===== config.mk =====
export PLATFORM = sky130hd
export DESIGN_NAME = pwm_breath_ctrl_flat
export DESIGN_NICKNAME = d
export VERILOG_FILES = /design/src/rtl/pwm_breath_ctrl_if.sv /design/src/rtl/pwm_breath_ctrl.sv /design/src/flat_wrapper.sv
export SDC_FILE = /design/constraint.sdc
export NUM_CORES = 1
export LEC_CHECK = 0
export CAP_MARGIN = 20
export CELL_PAD_IN_SITES_DETAIL_PLACEMENT = 1
export CELL_PAD_IN_SITES_GLOBAL_PLACEMENT = 1
export CORE_UTILIZATION = 44
export DETAILED_ROUTE_END_ITERATION = 16
export MAX_ROUTING_LAYER = met4
export PLACE_DENSITY = 0.79
export SYNTH_ARGS = -nofsm -noshare
export SYNTH_HDL_FRONTEND = slang
export SYNTH_SLANG_ARGS = --single-unit

===== constraint.sdc =====
create_clock -name clk -period 4.03 [get_ports clk]
set_clock_uncertainty 0.1 [all_clocks]
set_input_delay 0.6045 -clock clk [delete_from_list [all_inputs] [get_ports clk]]
set_output_delay 0.6045 -clock clk [all_outputs]
set_load 0.02 [all_outputs]

===== src/rtl/pwm_breath_ctrl_if.sv =====
// Bundles the control and status signals of the breathing PWM LED driver.
// Latency: none (wiring only).
// Backpressure: none; all signals are level/pulse, with no handshake.
// Ports: enable, breath_en, static_duty (driven by the master);
//        led, period_start, breath_level (driven by the slave).
interface pwm_breath_ctrl_if #(
    parameter int CHANNELS = 3,
    parameter int PWM_BITS = 10
);
    logic                               enable;
    logic [CHANNELS-1:0]                breath_en;
    logic [CHANNELS*(PWM_BITS+1)-1:0]   static_duty;
    logic [CHANNELS-1:0]                led;
    logic                               period_start;
    logic [PWM_BITS:0]                  breath_level;

    modport master (
        output enable, breath_en, static_duty,
        input  led, period_start, breath_level
    );

    modport slave (
        input  enable, breath_en, static_duty,
        output led, period_start, breath_level
    );
endinterface


===== src/rtl/pwm_breath_ctrl.sv =====
// Multi-channel PWM LED driver: per-channel static duty or a shared breathing envelope.
// Latency: led is registered 1 clk after pwm_cnt/shadow update; period_start pulses 1 clk at wrap.
// Backpressure: none; free-running. enable=0 blanks the LEDs and idles the engine on the next clk.
// Ports: clk, rst_n (async active-low); bus (slave): enable, breath_en, static_duty in;
//        led, period_start, breath_level out.
module pwm_breath_ctrl #(
    parameter int CHANNELS     = 3,
    parameter int PWM_BITS     = 10,
    parameter int PRESCALE     = 500,
    parameter int STEP_PERIODS = 256,
    parameter int MIN_LEVEL    = 32,
    parameter int HOLD_PERIODS = 0,
    parameter int ACTIVE_LOW   = 1
) (
    input  logic             clk,
    input  logic             rst_n,
    pwm_breath_ctrl_if.slave bus
);

    localparam int FULL      = 2 ** PWM_BITS;
    localparam int LW        = PWM_BITS + 1;
    localparam int PW        = (PRESCALE > 1) ? $clog2(PRESCALE) : 1;
    localparam int SW        = (STEP_PERIODS > 1) ? $clog2(STEP_PERIODS) : 1;
    localparam int HW        = (HOLD_PERIODS > 1) ? $clog2(HOLD_PERIODS) : 1;
    localparam int HOLD_LAST = (HOLD_PERIODS > 0) ? HOLD_PERIODS - 1 : 0;

    localparam logic [PW-1:0]       PRESC_LAST  = PW'(PRESCALE - 1);
    localparam logic [SW-1:0]       STEP_LAST   = SW'(STEP_PERIODS - 1);
    localparam logic [HW-1:0]       HOLD_LAST_C = HW'(HOLD_LAST);
    localparam logic [LW:0]         FULL_X      = (LW + 1)'(FULL);
    localparam logic [LW-1:0]       FULL_L      = LW'(FULL);
    localparam logic [LW-1:0]       MIN_L       = LW'(MIN_LEVEL);
    localparam logic [LW-1:0]       QTR_L       = LW'(FULL / 4);
    localparam logic [CHANNELS-1:0] LED_OFF     = (ACTIVE_LOW != 0) ? '1 : '0;

    if (MIN_LEVEL >= 2 ** PWM_BITS) begin : g_chk_min
        $error("pwm_breath_ctrl: MIN_LEVEL must be below 2**PWM_BITS");
    end
    if (PRESCALE < 1) begin : g_chk_presc
        $error("pwm_breath_ctrl: PRESCALE must be at least 1");
    end
    if (STEP_PERIODS < 1) begin : g_chk_step
        $error("pwm_breath_ctrl: STEP_PERIODS must be at least 1");
    end

    typedef enum logic [2:0] {
        IDLE,
        RISE,
        HOLD_TOP,
        FALL,
        HOLD_BOT
    } state_t;

    state_t                          state, state_nxt;
    logic [LW-1:0]                   level, level_nxt;
    logic [SW-1:0]                   step_cnt, step_nxt;
    logic [HW-1:0]                   hold_cnt, hold_nxt;

    logic [PW-1:0]                   presc_cnt;
    logic [PWM_BITS-1:0]             pwm_cnt;
    logic                            period_start_q;
    logic [CHANNELS-1:0]             led_q;
    logic [CHANNELS-1:0][LW-1:0]     shadow_duty;
    logic [CHANNELS-1:0][LW-1:0]     duty_sel;
    logic [CHANNELS-1:0]             pwm_on;

    logic                            tick;
    logic                            wrap;
    logic                            step_evt;
    logic                            hold_exit;
    logic [LW-1:0]                   rise_step;
    logic [LW-1:0]                   fall_step;
    logic [LW:0]                     rise_sum;
    logic [LW:0]                     fall_floor;

    assign tick     = (presc_cnt == PRESC_LAST);
    assign wrap     = tick && (pwm_cnt == '1);
    assign step_evt = wrap && (step_cnt == STEP_LAST);

    // With no hold configured, the bound is left on the next step event so the
    // envelope still dwells one step at each extreme.
    assign hold_exit = (HOLD_PERIODS == 0) ? step_evt
                                           : (wrap && (hold_cnt == HOLD_LAST_C));

    // Fine steps in the bottom quarter where the eye is most sensitive. The
    // falling side uses <= so the descent retraces the ascent (..4,8 / 8,4,3..).
    assign rise_step  = (level <  QTR_L) ? LW'(1) : LW'(4);
    assign fall_step  = (level <= QTR_L) ? LW'(1) : LW'(4);
    assign rise_sum   = {1'b0, level} + {1'b0, rise_step};
    assign fall_floor = {1'b0, MIN_L} + {1'b0, fall_step};

    // Breath envelope FSM: state register.
    always_ff @(posedge clk or negedge rst_n) begin
        if (!rst_n) begin
            state    <= IDLE;
            level    <= MIN_L;
            step_cnt <= '0;
            hold_cnt <= '0;
        end else begin
            state    <= state_nxt;
            level    <= level_nxt;
            step_cnt <= step_nxt;
            hold_cnt <= hold_nxt;
        end
    end

    // Breath envelope FSM: next state and level.
    always_comb begin
        state_nxt = state;
        level_nxt = level;
        step_nxt  = step_cnt;
        hold_nxt  = hold_cnt;
        if (!bus.enable) begin
            state_nxt = IDLE;
            level_nxt = MIN_L;
            step_nxt  = '0;
            hold_nxt  = '0;
        end else begin
            if (wrap) begin
                step_nxt = step_evt ? '0 : step_cnt + 1'b1;
            end
            unique case (state)
                IDLE: begin
                    state_nxt = RISE;
                    level_nxt = MIN_L;
                    step_nxt  = '0;
                end
                RISE: begin
                    if (step_evt) begin
                        if (rise_sum >= FULL_X) begin
                            level_nxt = FULL_L;
                            state_nxt = HOLD_TOP;
                        end else begin
                            level_nxt = rise_sum[LW-1:0];
                        end
                    end
                end
                FALL: begin
                    if (step_evt) begin
                        // Compare against MIN+step rather than subtracting first,
                        // so the level can never underflow.
                        if ({1'b0, level} <= fall_floor) begin
                            level_nxt = MIN_L;
                            state_nxt = HOLD_BOT;
                        end else begin
                            level_nxt = level - fall_step;
                        end
                    end
                end
                HOLD_TOP, HOLD_BOT: begin
                    if (wrap) begin
                        hold_nxt = hold_cnt + 1'b1;
                    end
                    if (hold_exit) begin
                        hold_nxt  = '0;
                        step_nxt  = '0;
                        state_nxt = (state == HOLD_TOP) ? FALL : RISE;
                    end
                end
                default: begin
                    state_nxt = IDLE;
                    level_nxt = MIN_L;
                end
            endcase
        end
    end

    // Per-channel duty source with saturation to full scale.
    always_comb begin
        logic [LW-1:0] raw;
        raw      = '0;
        duty_sel = '0;
        for (int i = 0; i < CHANNELS; i++) begin
            raw         = bus.breath_en[i] ? level : bus.static_duty[i*LW +: LW];
            duty_sel[i] = (raw > FULL_L) ? FULL_L : raw;
        end
    end

    always_comb begin
        pwm_on = '0;
        for (int i = 0; i < CHANNELS; i++) begin
            pwm_on[i] = ({1'b0, pwm_cnt} < shadow_duty[i]);
        end
    end

    // PWM timebase, shadow duty and registered LED outputs. The shadow is
    // loaded only at wrap; a breathing channel therefore picks up the level
    // that was current during the period just ended.
    always_ff @(posedge clk or negedge rst_n) begin
        if (!rst_n) begin
            presc_cnt      <= '0;
            pwm_cnt        <= '0;
            period_start_q <= 1'b0;
            shadow_duty    <= '0;
            led_q          <= LED_OFF;
        end else if (!bus.enable) begin
            presc_cnt      <= '0;
            pwm_cnt        <= '0;
            period_start_q <= 1'b0;
            shadow_duty    <= '0;
            led_q          <= LED_OFF;
        end else begin
            presc_cnt      <= tick ? '0 : presc_cnt + 1'b1;
            if (tick) begin
                pwm_cnt <= pwm_cnt + 1'b1;
            end
            period_start_q <= wrap;
            if (wrap) begin
                shadow_duty <= duty_sel;
            end
            led_q <= pwm_on ^ LED_OFF;
        end
    end

    assign bus.led          = led_q;
    assign bus.period_start = period_start_q;
    assign bus.breath_level = level;

endmodule


===== src/flat_wrapper.sv =====
// flat-port wrapper written by rule: the top's interface ports become plain ports
module pwm_breath_ctrl_flat 
#(
    parameter int CHANNELS     = 3,
    parameter int PWM_BITS     = 10,
    parameter int PRESCALE     = 500,
    parameter int STEP_PERIODS = 256,
    parameter int MIN_LEVEL    = 32,
    parameter int HOLD_PERIODS = 0,
    parameter int ACTIVE_LOW   = 1
)
  (clk, rst_n, bus_enable, bus_breath_en, bus_static_duty, bus_led, bus_period_start, bus_breath_level);
  pwm_breath_ctrl_if #(.CHANNELS(CHANNELS), .PWM_BITS(PWM_BITS)) bus_i ();
  input  logic clk;
  input  logic rst_n;
  input wire logic [$bits(bus_i.enable)-1:0] bus_enable;
  input wire logic [$bits(bus_i.breath_en)-1:0] bus_breath_en;
  input wire logic [$bits(bus_i.static_duty)-1:0] bus_static_duty;
  output wire logic [$bits(bus_i.led)-1:0] bus_led;
  output wire logic [$bits(bus_i.period_start)-1:0] bus_period_start;
  output wire logic [$bits(bus_i.breath_level)-1:0] bus_breath_level;
  assign bus_i.enable = bus_enable;
  assign bus_i.breath_en = bus_breath_en;
  assign bus_i.static_duty = bus_static_duty;
  assign bus_led = bus_i.led;
  assign bus_period_start = bus_i.period_start;
  assign bus_breath_level = bus_i.breath_level;
  pwm_breath_ctrl #(.CHANNELS(CHANNELS), .PWM_BITS(PWM_BITS), .PRESCALE(PRESCALE), .STEP_PERIODS(STEP_PERIODS), .MIN_LEVEL(MIN_LEVEL), .HOLD_PERIODS(HOLD_PERIODS), .ACTIVE_LOW(ACTIVE_LOW)) u_core (.clk(clk), .rst_n(rst_n), .bus(bus_i));
endmodule

# Word-level counts from Yosys, hierarchy flattened
# Index checks and enable logic that the tools add are counted.
[classes]
bitwise = 1
n_mux = 35
magnitude_cmp = 10
n_addsub = 6
reduce_logical = 6
n_eq_ne = 15
[op_table]
columns = ["operator", "n"]
rows = [
  ["11-bit 2-to-1 mux", 11],
  ["33-bit 2-to-1 mux", 2],
  ["11-bit greater-than comparator (second input constant)", 3],
  ["10-bit by 11-bit less-than comparator with 1-bit output", 3],
  ["11-bit one-hot mux with 3 select lines", 1],
  ["8-bit 2-to-1 mux", 4],
  ["3-bit 2-to-1 mux", 9],
  ["10-bit 2-to-1 mux", 2],
  ["9-bit 2-to-1 mux", 2],
  ["8-bit one-hot mux with 2 select lines", 1],
  ["3-bit by 2-bit != test with 1-bit output (second input constant)", 5],
  ["11-bit by 11-bit adder with 12-bit output", 1],
  ["6-bit by 11-bit adder with 12-bit output (first input constant)", 1],
  ["12-bit by 11-bit greater-or-equal comparator with 1-bit output (second input constant)", 1],
  ["11-bit by 12-bit <= comparator with 1-bit output", 1],
  ["3-bit one-hot mux with 4 select lines", 1],
  ["11-bit by 9-bit <= comparator with 1-bit output (second input constant)", 1],
  ["11-bit by 9-bit less-than comparator with 1-bit output (second input constant)", 1],
  ["11-bit subtractor", 1],
  ["10-bit by 1-bit adder with 10-bit output (second input constant)", 1],
  ["10-bit == test (second input constant)", 1],
  ["9-bit by 1-bit adder with 9-bit output (second input constant)", 1],
  ["9-bit == test (second input constant)", 1],
  ["8-bit by 1-bit adder with 8-bit output (second input constant)", 1],
  ["14 further kinds", 17],
]
[totals]
word_cells = 83
register_bits = 78
in_bits = 39
out_inout_bits = 15

# Logic depth before layout (Yosys ltp)
[depth]
word_depth = 8
ltp_mapped = 13
mapped_depth_nobuf = 12

# Worst setup path before layout
# OpenSTA, ideal clock, no wires.
[synth_timing]
path_type = "register to register"
start = "register u_core.level[1] (netlist: u_core.bus.breath_level[1])"
end = "register u_core.level[9] (netlist: u_core.bus.breath_level[9])"
setup_ns = 0.124
n_path_buf = 1
t_arrival_ns = 3.223
path_stages_with_launch = 13
period_less_slack_ns = 3.447
setup_slack_ns = 0.583
required_ns = 3.806
cell_sequence = "dfrtp_1 clkbuf_1 nor3_1 and2_1 a21oi_1 nor3_1 ha_1 nor2b_1 or4_1 a31oi_4 nor3_2 a221o_1 a211o_1"
[synth_via]
elab_chain_cells = 8
elab_cells_between_ends = 15
classes_between = "add/sub (3); order compare (4); mux (8)"
[synth_rtl]
columns = ["element", "line_no", "rtl"]
rows = [
  ["start: declaration", "pwm_breath_ctrl.sv:55", "logic [LW-1:0] level, level_nxt;"],
  ["start signal: assignment", "pwm_breath_ctrl.sv:101", "level <= level_nxt;"],
  ["11-bit by 9-bit <= comparator with 1-bit output / 11-bit by 9-bit less-than comparator with 1-bit output (equally long branches)", "pwm_breath_ctrl.sv:88, pwm_breath_ctrl.sv:87", ""],
  ["3-bit 2-to-1 mux, on equally long branches", "pwm_breath_ctrl.sv:88, pwm_breath_ctrl.sv:87", ""],
  ["6-bit by 11-bit adder with 12-bit output / 11-bit by 11-bit adder with 12-bit output (equally long branches)", "pwm_breath_ctrl.sv:90, pwm_breath_ctrl.sv:89", ""],
  ["11-bit by 12-bit <= comparator with 1-bit output / 12-bit by 11-bit greater-or-equal comparator with 1-bit output (equally long branches)", "pwm_breath_ctrl.sv:142, pwm_breath_ctrl.sv:130", ""],
  ["11-bit 2-to-1 mux, on equally long branches", "pwm_breath_ctrl.sv:142, pwm_breath_ctrl.sv:130", ""],
  ["11-bit 2-to-1 mux, on equally long branches", "pwm_breath_ctrl.sv:139, pwm_breath_ctrl.sv:129", ""],
  ["11-bit one-hot mux with 3 select lines *", "pwm_breath_ctrl.sv:122", "unique case (state)"],
  ["11-bit 2-to-1 mux *", "pwm_breath_ctrl.sv:113", "if (!bus.enable) begin"],
]
# Every way passes the cells marked *; elsewhere a longest branch is shown, timed or not. The select of a mux whose other input is x is not followed.
# A chain may end at the register's enable or synchronous reset.

# Worst setup path after layout
# Ends and elaborated chain as after synthesis.

==> metrics.yaml <==
hold_ws_ns: 0.200
postCtsResizedCells: 0
final_cell_mix: "dfrtp_1 (74), nand2_1 (53), clkdlybuf4s50_1 (52)"
vias_per_cell: 5.90
finalWorstSetupSlack_ns: 0.284
clk_latency_ns: 0.35
multi_input_area_sq_um: 2960
htreeDepth: 3
cts_root_buf: "clkbuf_16"
power.total_uw: 1690
start_kind: "register"
grt_pass1_vias: 4956
first_iter_violations: 265
start_util: 0.452
synth_edf_count: 0
yosysTopAreaCell: "dfrtp_1"
die_x_um: 111
io_buffer_count: 53
hp-class: "in -> async"
ant_nets: 0
post_cts_buffers: 0
criticalPathCategory: "reg -> reg"
yosys.cell_types.count: 59
pin_count: 54
synth_cells: 589
area_growth_pct: 18.7
dpl_worst_slack_ns: 0.309
synth_top_area_frac: 0.357
num_vias: 4647
fillCellCount: 1390
routed_wl_um: 15900
irDropWorstVdd_mv: 0.237
p_clk_frac: 0.453
yosys_warnings: 0
holdBufCountCts: 0
rsz0062_at_grt: "no"
insertedDiodeCount: 0
grt_pass1_wl_um: 26500
final_common_cell: "dfrtp_1"
netSwitchingFraction: 0.251
synth_seq_cells: 78
ys_async_sr_fraction: 1.00
place.gp.congestion: 0.899
max_freq_ghz: 0.267
end_kind: "register"
nets: 715
seq_area_sq_um: 1960
layout-drive-gt1-share: 0.0620
synth_area_per_cell_sq_um: 8.80
drv_slew: 0
tns_ns: 0
worst-path-max-fanout: 11
clk_path_buf_depth: 2
tritoncts: "built"
synthTopCellsByArea: "dfrtp_1 (36%), ha_1 (8.7%), mux2i_1 (5.8%)"
post-route-period-util: 0.930
fp-row-count: 39
maxCapViolations: 0
pwr-share-comb: 0.081
hold_viol: 0
setup_viol: 0
hpwl_um: 11900
crit_required_ns: 4.16
seqPwrFrac: 0.466
core_region_area_sq_um: 11500
tightest_slew_ns: 0.768
internal_power_uw: 1270
synthFlopType: "dfrtp_1"
syn_area_sq_um: 5180
p_leak_uw: 0.00264
synth_nets: 664
antenna_found_initial: 0
grt_start_max_net_pins: 55
routedWlPerCell_um: 20.2
relSlewSlack: 0.486
numCtsBuffers: 9
grt.total_usage: 0.285
drcViolationCount: 0
yosysSeqAreaShare: 0.378
grt_overflow: 0
die_area_sq_um: 12200
cts_sinks: 78
period_minus_slack_ns: 3.75
arrival_ns: 3.88
power.switching_uw: 425
clkSlewWorstSetupHoldPaths_ns: 0.06
status: "complete, no violations"
die_h_um: 111
dr.pass1.iters: 4
power_density_nw_per_um2: 275
==> metal layers <==
layer | vias to the layer above | GRT usage | part of all wire
li1 | 2216 | - | -
met1 | 2317 | 0.353 | 0.44
met2 | 82 | 0.470 | 0.50
met3 | 32 | 0.0329 | 0.032
met4 | 0 | 0.127 | 0.033
met5 | - | - | 0
==> power by group through the flow <==
| stage | registers (uW) | logic, uW | clock network [uW] |
|---|---|---|---|
| after global placement | 803 | 135 | 0 |
| after global routing | 789 | 151 | 806 |
| after floorplan | 803 | 54.9 | 0 |
| final | 789 | 138 | 767 |
| after CTS | 789 | 138 | 779 |
| after detailed placement | 803 | 137 | 0 |
==> synth_stat cells, drive strengths merged, types with 5 or more instances <==
master / number
nor3: 29
nor4: 10
a21o: 7
nand4: 7
nand3: 26
nor2: 38
nor2b: 8
clkbuf: 22
a22oi: 5
and2: 16
a221o: 5
and3: 9
mux2i: 30
a21oi: 19
inv: 41
a211o: 5
a21boi: 6
nand2: 53
xor2: 11
ha: 36
o21ai: 48
dfrtp: 74
o21a: 9
a31oi: 7
or3: 10
nand2b: 6
xnor2: 10
==> area by class of cell <==
cell class,instances,area share
clock inverter,4,0.00529
tap,143,0.0291
sequential,78,0.318
clock buffer,12,0.0384
inverter,41,0.0250
timing repair buffer,66,0.102
multi-input combinational,444,0.482
==> worst paths after layout <==
check                                                               to  depth (start not counted)                                   start  slack (ns)
worst max-delay path            u_core.bus.breath_level[9]$_DFFE_PN0P_                         12  u_core.bus.breath_level[1]$_DFFE_PN0P_        0.28
worst min-delay path                 u_core.shadow_duty[4]$_DFFE_PN0P_                          1                                   rst_n        0.20
worst max register to register  u_core.bus.breath_level[9]$_DFFE_PN0P_                         12  u_core.bus.breath_level[1]$_DFFE_PN0P_        0.28
worst min register to register           u_core.presc_cnt[0]$_DFF_PN0_                          1           u_core.presc_cnt[0]$_DFF_PN0_        0.36
max in group asynchronous       u_core.bus.breath_level[5]$_DFFE_PN1P_                          2                                   rst_n        2.72
min in group clk                         u_core.presc_cnt[0]$_DFF_PN0_                          1           u_core.presc_cnt[0]$_DFF_PN0_        0.36
==> critical path, stage by stage, from the launching register on <==
cell and delay, ns:
dfrtp_1 0.52, nor3_1 0.38, and2_1 0.21, a21oi_1 0.07, nor3_1 0.24, ha_1 0.25
ha_1 0.21, nor2b_1 0.10, or4_1 0.52, a31oi_4 0.27, nor3_2 0.11, a221o_1 0.37
a211o_1 0.29
==> through the flow <==
step | util | instances | instance area (sq um)
global placement | 0.512 | 771 | 5870
floorplan | - | 589 | 5180
finish | 0.536 | 788 | 6150
global route | 0.536 | 788 | 6150
CTS | 0.535 | 787 | 6140
detailed placement | 0.512 | 771 | 5870
==> state kept, by name (all words and copies together), names as in the netlist <==
name                     flops
u_core.shadow_duty          33
u_core.bus.led               3
u_core.step_cnt              8
u_core.state                 3
u_core.bus.breath_level     11
u_core.presc_cnt             9
u_core.pwm_cnt              10
u_core.bus.period_start      1
==> cells by family after synthesis <==
family          Yosys count  share of synthesized area
compound gates          128                      0.163
xor+xnor                 21                     0.0355
fa+ha+maj                36                     0.0869
buf+inv                  67                     0.0505
flops                    78                      0.378
mux                      32                     0.0623
simple gates            227                      0.224
No activity file was read; power rests on OpenSTA's default activity.
